==> config.mk <==
export PLATFORM = sky130hd
export DESIGN_NAME = ahb_copy_master
export DESIGN_NICKNAME = d
export VERILOG_FILES = /design/src/rtl/ahb_copy_master.sv
export SDC_FILE = /design/constraint.sdc
export NUM_CORES = 1
export LEC_CHECK = 0
export BUFFER_PORTS_ARGS = -buffer_cell sky130_fd_sc_hd__buf_2
export CORE_UTILIZATION = 40
export DETAILED_ROUTE_END_ITERATION = 8
export PLACE_DENSITY = 0.67
export SYNTH_ARGS = -nofsm -noshare
export SYNTH_HDL_FRONTEND = slang
export SYNTH_SLANG_ARGS = --single-unit
==> constraint.sdc <==
create_clock -name HCLK -period 2.86 [get_ports HCLK]
set_input_delay 0.715 -clock HCLK [delete_from_list [all_inputs] [get_ports HCLK]]
set_output_delay 0.715 -clock HCLK [all_outputs]
set_load 0.01 [all_outputs]
==> src/rtl/ahb_copy_master.sv <==
// ---------------------------------------------------------------------------
// ahb_copy_master
//
// AHB-Lite initiator that copies a block of 32-bit words from a source to a
// destination address using alternating single NONSEQ reads and writes. The
// copy stops when the word count reaches zero or a slave answers ERROR.
//
// Optional feature: define AHB_COPY_FILL_EN to add the `fill` / `fill_data`
// inputs. A start with fill=1 skips the reads and writes the latched
// fill_data pattern to every destination word.
//
// Ports
//   HCLK, HRESETn         bus clock, async active-low reset
//   start                 one-cycle request, sampled only when idle
//   src_addr, dst_addr    byte addresses; bits [1:0] ignored
//   len_words             number of words to copy (0 = no bus traffic)
//   fill, fill_data       (AHB_COPY_FILL_EN only) pattern-fill request
//   busy                  high while a request is in progress
//   done                  one-cycle completion pulse
//   error                 abort flag, valid with done, held until next start
//   HADDR..HWDATA         AHB-Lite master outputs (HSIZE fixed to word)
//   HRDATA, HREADY, HRESP AHB-Lite master inputs
// ---------------------------------------------------------------------------
module ahb_copy_master #(
  parameter int LENWIDTH = 16
) (
  input  logic                HCLK,
  input  logic                HRESETn,
  input  logic                start,
  input  logic [31:0]         src_addr,
  input  logic [31:0]         dst_addr,
  input  logic [LENWIDTH-1:0] len_words,
`ifdef AHB_COPY_FILL_EN
  input  logic                fill,
  input  logic [31:0]         fill_data,
`endif
  output logic                busy,
  output logic                done,
  output logic                error,
  output logic [31:0]         HADDR,
  output logic [1:0]          HTRANS,
  output logic                HWRITE,
  output logic [2:0]          HSIZE,
  output logic [31:0]         HWDATA,
  input  logic [31:0]         HRDATA,
  input  logic                HREADY,
  input  logic                HRESP
);

  typedef enum logic [2:0] {
    IDLE,
    RD_ADDR,
    RD_DATA,
    WR_ADDR,
    WR_DATA,
    FINISH
  } state_t;

  localparam logic [1:0] TRANS_IDLE   = 2'b00;
  localparam logic [1:0] TRANS_NONSEQ = 2'b10;
  localparam logic [LENWIDTH-1:0] ONE_WORD = {{(LENWIDTH-1){1'b0}}, 1'b1};

  state_t              state_q, state_d;
  logic [31:0]         src_q, dst_q, data_q;
  logic [LENWIDTH-1:0] cnt_q;
  logic                fill_q, error_q;

  // Fill request as seen by the core; tied off in the copy-only build.
  logic        start_fill;
  logic [31:0] start_fill_data;
`ifdef AHB_COPY_FILL_EN
  assign start_fill      = fill;
  assign start_fill_data = fill_data;
`else
  assign start_fill      = 1'b0;
  assign start_fill_data = 32'h0;
`endif

  // Byte-lane bits of the addresses are discarded; word alignment is forced.
  logic unused_addr_bits;
  assign unused_addr_bits = ^{src_addr[1:0], dst_addr[1:0]};

  logic accept, rd_ok, wr_ok, bus_err, last_word;
  assign accept    = (state_q == IDLE) && start;
  assign rd_ok     = (state_q == RD_DATA) && HREADY && !HRESP;
  assign wr_ok     = (state_q == WR_DATA) && HREADY && !HRESP;
  // HRESP is honoured in the first cycle of the two-cycle ERROR response,
  // so the bus is already back at IDLE in the following cycle.
  assign bus_err   = ((state_q == RD_DATA) || (state_q == WR_DATA)) && HRESP;
  assign last_word = (cnt_q == ONE_WORD);

  always_comb begin
    // NOTE: default first so every path assigns state_d and no latch is inferred.
    state_d = state_q;
    unique case (state_q)
      IDLE: begin
        if (start) begin
          if (len_words == '0) state_d = FINISH;
          else if (start_fill) state_d = WR_ADDR;
          else                 state_d = RD_ADDR;
        end
      end
      RD_ADDR: if (HREADY) state_d = RD_DATA;
      RD_DATA: begin
        if (HRESP)       state_d = FINISH;
        else if (HREADY) state_d = WR_ADDR;
      end
      WR_ADDR: if (HREADY) state_d = WR_DATA;
      WR_DATA: begin
        if (HRESP)          state_d = FINISH;
        else if (HREADY) begin
          if (last_word)    state_d = FINISH;
          else if (fill_q)  state_d = WR_ADDR;
          else              state_d = RD_ADDR;
        end
      end
      FINISH:  state_d = IDLE;
      default: state_d = IDLE;
    endcase
  end

  // NOTE: sequential state uses non-blocking assignments only, so every
  // register samples the pre-edge values regardless of statement order.
  always_ff @(posedge HCLK or negedge HRESETn) begin
    if (!HRESETn) begin
      state_q <= IDLE;
      src_q   <= 32'h0;
      dst_q   <= 32'h0;
      // NOTE: the data register is reset too because it drives HWDATA,
      // which must come out of reset at zero.
      data_q  <= 32'h0;
      cnt_q   <= '0;
      fill_q  <= 1'b0;
      error_q <= 1'b0;
    end else begin
      state_q <= state_d;
      if (accept) begin
        error_q <= 1'b0;
        src_q   <= {src_addr[31:2], 2'b00};
        dst_q   <= {dst_addr[31:2], 2'b00};
        cnt_q   <= len_words;
        fill_q  <= start_fill;
        if (start_fill) data_q <= start_fill_data;
      end
      if (rd_ok) data_q <= HRDATA;
      if (wr_ok) begin
        src_q <= src_q + 32'd4;
        dst_q <= dst_q + 32'd4;
        cnt_q <= cnt_q - ONE_WORD;
      end
      if (bus_err) error_q <= 1'b1;
    end
  end

  // Address-phase outputs decode straight from the state register, so they
  // hold through wait states and collapse to reset values with the FSM.
  assign HTRANS = ((state_q == RD_ADDR) || (state_q == WR_ADDR)) ? TRANS_NONSEQ : TRANS_IDLE;
  assign HWRITE = (state_q == WR_ADDR);
  assign HADDR  = (state_q == WR_ADDR) ? dst_q : src_q;
  assign HSIZE  = 3'b010;
  assign HWDATA = data_q;
  assign busy   = (state_q != IDLE);
  assign done   = (state_q == FINISH);
  assign error  = error_q;

endmodule

**Yosys cells after proc, flatten, opt, wreduce, memory -nomap -nowiden**

Cells that the tools add are included.

- Register bits: 116
- Logic and storage cells: 55

- $add $sub $neg: 3
- Equal/unequal tests: 11
- Muxes and demuxes: 20
- Reduce and logical (&&, ||, !) cells: 15

Operator list:

| operator | count |
|---|---|
| $mux 32 | 5 |
| $add 32x3->32 const B | 2 |
| $mux 16 | 2 |
| $mux 3 | 9 |
| $eq 16x1->1 const B | 1 |
| $logic_not 16->1 | 1 |
| $sub 16x1->16 const B | 1 |
| $pmux 3 s5 | 1 |
| $eq 3x2->1 const B | 2 |
| $eq 3x3->1 const B | 2 |
| $logic_and 1x1->1 | 6 |
| $ne 3x3->1 const B | 2 |
| $reduce_and 5->1 | 1 |
| $ne 2x2->1 const B | 2 |
| $reduce_bool 2->1 | 2 |
| $eq 3x1->1 const B | 1 |
| $logic_not 3->1 | 1 |
| $reduce_bool 3->1 | 1 |
| $logic_or 1x1->1 | 2 |
| $mux 1 | 2 |
| $mux 2 | 1 |
| $ne 2x1->1 const B | 1 |
| $logic_not 1->1 | 1 |

**Logic depth before layout (Yosys ltp)**

- Depth after elaboration: 5
- Depth in mapped cells: 8

**Least setup slack after synthesis**

Ideal clock, no wire load.

- Path type: register to output
- Start: register state_q[1]
- End: output HADDR[10]
- Arrival time: 1.715 ns
- Path slack: 0.430 ns
- Stages on the path, launching flop included: 7
- Buffers on the path: 3
- Cell sequence: dfrtp_1 > buf_2 > nor2b_1 > and2_1 > clkbuf_1 > buf_2 > mux2_2

- Word-level cells in the longest chain between the ends: 2

Ends and longest elaborated chain:

| item | line | text |
|---|---|---|
| from (decl) | 63 | `state_t state_q, state_d;` |
| from (signal assigned) | 136 | `state_q <= state_d;` |
| $eq 3x2->1 | 159 | `assign HADDR = (state_q == WR_ADDR) ? dst_q : src_q;` |
| $mux 32 | 159 |  |
| to (decl) | 40 | `output logic [31:0] HADDR,` |

Every way passes these cells.

**Worst setup path in the final report**

- Start: register state_q[2]
- End: output HADDR[8]

Same word-level chain as after synthesis.

==> qor.txt <==
Critical Path Sink Type = output port
Number of synthesized flops with an enable pin = 0
R2R Setup Slk = 590 ps
Status = finished clean
PortBufs = 179
Row cnt = 45
Clock root cell = clkbuf_16
Layout area overhead = 23.9%
Die X = 127 um
Final setup margin = 148 ps
CTS H-tree lvls = 3
Overflow after GRT = 0
Largest net degree at the start of global routing = 67
Simple-gate share of the synthesized area = 23.2%
Drt wl/cell = 17.4 um
Synth Instances = 655
Place WS = 346 ps
Unrepaired setup endpoints after global routing = false
Worst r2r src = state_q[2]
Clock Latency Late Sink = 360 ps
Delay-heaviest family, CP = flip-flops
Max FO, Critical Path = 11
Async S/R FF share, synth = 100%
CTS sink cnt = 112
R2R Path End = src_q[25]
Finished Cell Area = 7780 um^2
Routed WL = 18.2 mm
VDD IR max = 404 uV
Layout cells sized above 1 = 35.2%
Post-synthesis register bit count = 112
DRT iter0 DRCs = 492
DR DRC count = 0
R2R depth = 7
Diode count = 0
Synth Area per Inst = 9.58 um^2
First-pass GRT wire length = 28.8 mm
Cell taking the most area after synthesis = dfrtp_1
CP peak stage delay = 500 ps
Critical path's slowest cell = dfrtp_1
Max-cap violations = 0
Initial Utilization = 41.1%
Synth Area in Adders = 0.798%
Fin crit share = 94.8%
Clock Skew = 9.27 ps
Die Y-Extent = 127 um
Critical path type = reg2out
Placed insts = 1030
Register area share after synthesis = 44.7%
Post-synth top cells = dfrtp_1, nand2_1, mux2_2
Mapped Area = 6270 um^2
Yosys cell types = 59
Min-delay worst type = in2async
Worst Path Buf+Inv = 2
Clock slew at reported path FFs = 80 ps
Antenna-violating nets left = 0
Synth Area in Compound Gates = 15.7%
Post-layout util = 51.0%
Die Area = 16200 um^2
Cell with the most instances after synthesis = dfrtp_1
Nets = 951
Power per cell area = 1010 nW/um^2
Crit path time final = 2710 ps
Final RePlAce weighted congestion = 0.835
Synth Area in XOR/XNOR = 0.279%
Clk buf depth = 2
Area contributors post-synth = dfrtp_1, mux2_2, nand2_1
Worst relative slew slack = 44.3%
Placed instance area = 7470 um^2
Synth top area share = 44.7%
Multiplexer share of the synthesized area = 11.2%
Startpoint Class = flip-flop
Post-detail-place hpwl = 13.2 mm
Ys Warns = 0
Leak = 3.45 nW
Vias = 5917
Vias in the first global route = 5495
Critical path required time = 2140 ps
Final setup fails = 0
Overall Global Routing Usage = 22.9%
Fin cells = 1046
Ports = 190
Setup Fix Bufs, Post-CTS = 0
Vias per cell = 5.66
Cts bufs inserted = 9
Synth Flop Type = dfrtp_1
TNS Setup = 0 ps
DRT Pass-1 Iters = 5
CP Cell Sequence = nor2b_2 -> and2_1 -> buf_4 -> mux2_2 -> buf_2
Crit path DAT = 2000 ps
# fillers = 1444
Fin. max-slew vios = 0
Core Region = 15300 um^2
Initial antenna violation count = 0
Largest family of logic cells by synthesized area = simple AND/OR/NAND/NOR gates
CTS tree = built
Final hold violations = 0
Worst-Margin Slew = 832 ps
Max Clk Rate = 369 MHz
==> per-layer routing <==
metal | global-route usage (%) | wire (um)
met3 | 2.55 | 960
met4 | 8.96 | 408
met5 | 0 | 0
met2 | 35.9 | 8440
met1 | 32.4 | 8350
==> final cells by class <==
cell class / count / area, um^2 / area share (%)
Clock buffer: 10 / 229 / 2.94
Clock inverter: 6 / 70.1 / 0.901
Inverter: 12 / 45.0 / 0.579
Multi-Input combinational cell: 494 / 3250 / 41.8
Sequential cell: 112 / 2800 / 36.1
Tap cell: 211 / 264 / 3.40
Timing Repair Buffer: 201 / 1110 / 14.3
==> cells in the final DEF (no fill, tap or decap), types with 6 or more instances in the layout <==
| master | netlist | layout |
|---|---|---|
| and2_1 | 6 | 6 |
| nor3_1 | 24 | 24 |
| or3_1 | 7 | 7 |
| dfrtp_1 | 112 | 111 |
| a211oi_1 | 12 | 12 |
| o311ai_0 | 11 | 11 |
| mux2_2 | 59 | 59 |
| inv_1 | 12 | 12 |
| o21ai_0 | 18 | 18 |
| nor2_1 | 47 | 45 |
| a21oi_1 | 21 | 21 |
| o211ai_1 | 23 | 23 |
| conb_1 | 2 | 6 |
| nand3_1 | 42 | 42 |
| and3_1 | 15 | 15 |
| nand4_1 | 19 | 19 |
| a22oi_1 | 8 | 8 |
| buf_2 | 12 | 178 |
| o22ai_1 | 10 | 10 |
| a221o_1 | 6 | 6 |
| buf_4 | 10 | 19 |
| nand2_1 | 80 | 79 |
| clkbuf_16 | 0 | 9 |
==> sequential cells by signal, indices dropped and copies added (netlist names) <==
signal   flops
src_q       30
dst_q       30
error        1
cnt_q       16
HWDATA      32
state_q      3
==> worst max-delay path by stage <==
stage                     from   endpoint  slack [ps]  cells after the start
floorplan           state_q[1]  HADDR[10]         430                      6
global placement        HREADY  src_q[29]         360                      6
detailed placement      HREADY   cnt_q[5]         350                      7
CTS                 state_q[1]   HADDR[8]          30                      5
global route        state_q[2]   HADDR[6]          20                      5
finish              state_q[2]   HADDR[8]         150                      5
==> worst register-to-register path, delay by kind of cell (launching register included) <==
kind	cells	cell delay, ps
AND/OR/NAND/NOR	3	740
AO/OA/AOI/OAI	2	200
buffers and inverters	2	750
flip-flops	1	500
==> kinds of logic (layout without fill, tap and decap cells) <==
kind of cell,count (synthesis),in the layout
xor+xnor,2,2
simple gates,280,280
mux,63,63
compound gates,139,139
fa+ha+maj,4,4
other cells,2,6
flops,112,112
buf+inv,53,229
==> stage by stage <==
step	hold slack, ps	power [mW]
final	363	7.84
after global routing	409	8.39
after CTS	376	7.87
after detailed placement	487	6.56
after global placement	483	6.47
after floorplan	419	5.23
==> power by group <==
part,internal (mW),switching [mW]
logic,1.59,1.76
registers,2.36,0.839
clock network,0.684,0.618
total,4.63,3.21
==> repair_timing <==
action                                  4_1_cts  5_1_grt
resized for setup                             0        2
endpoints found under the setup margin        0       27
endpoints found under the hold margin         0        0
hold buffers                                  0        0
Note: power is estimated with default switching activity, not from simulation.
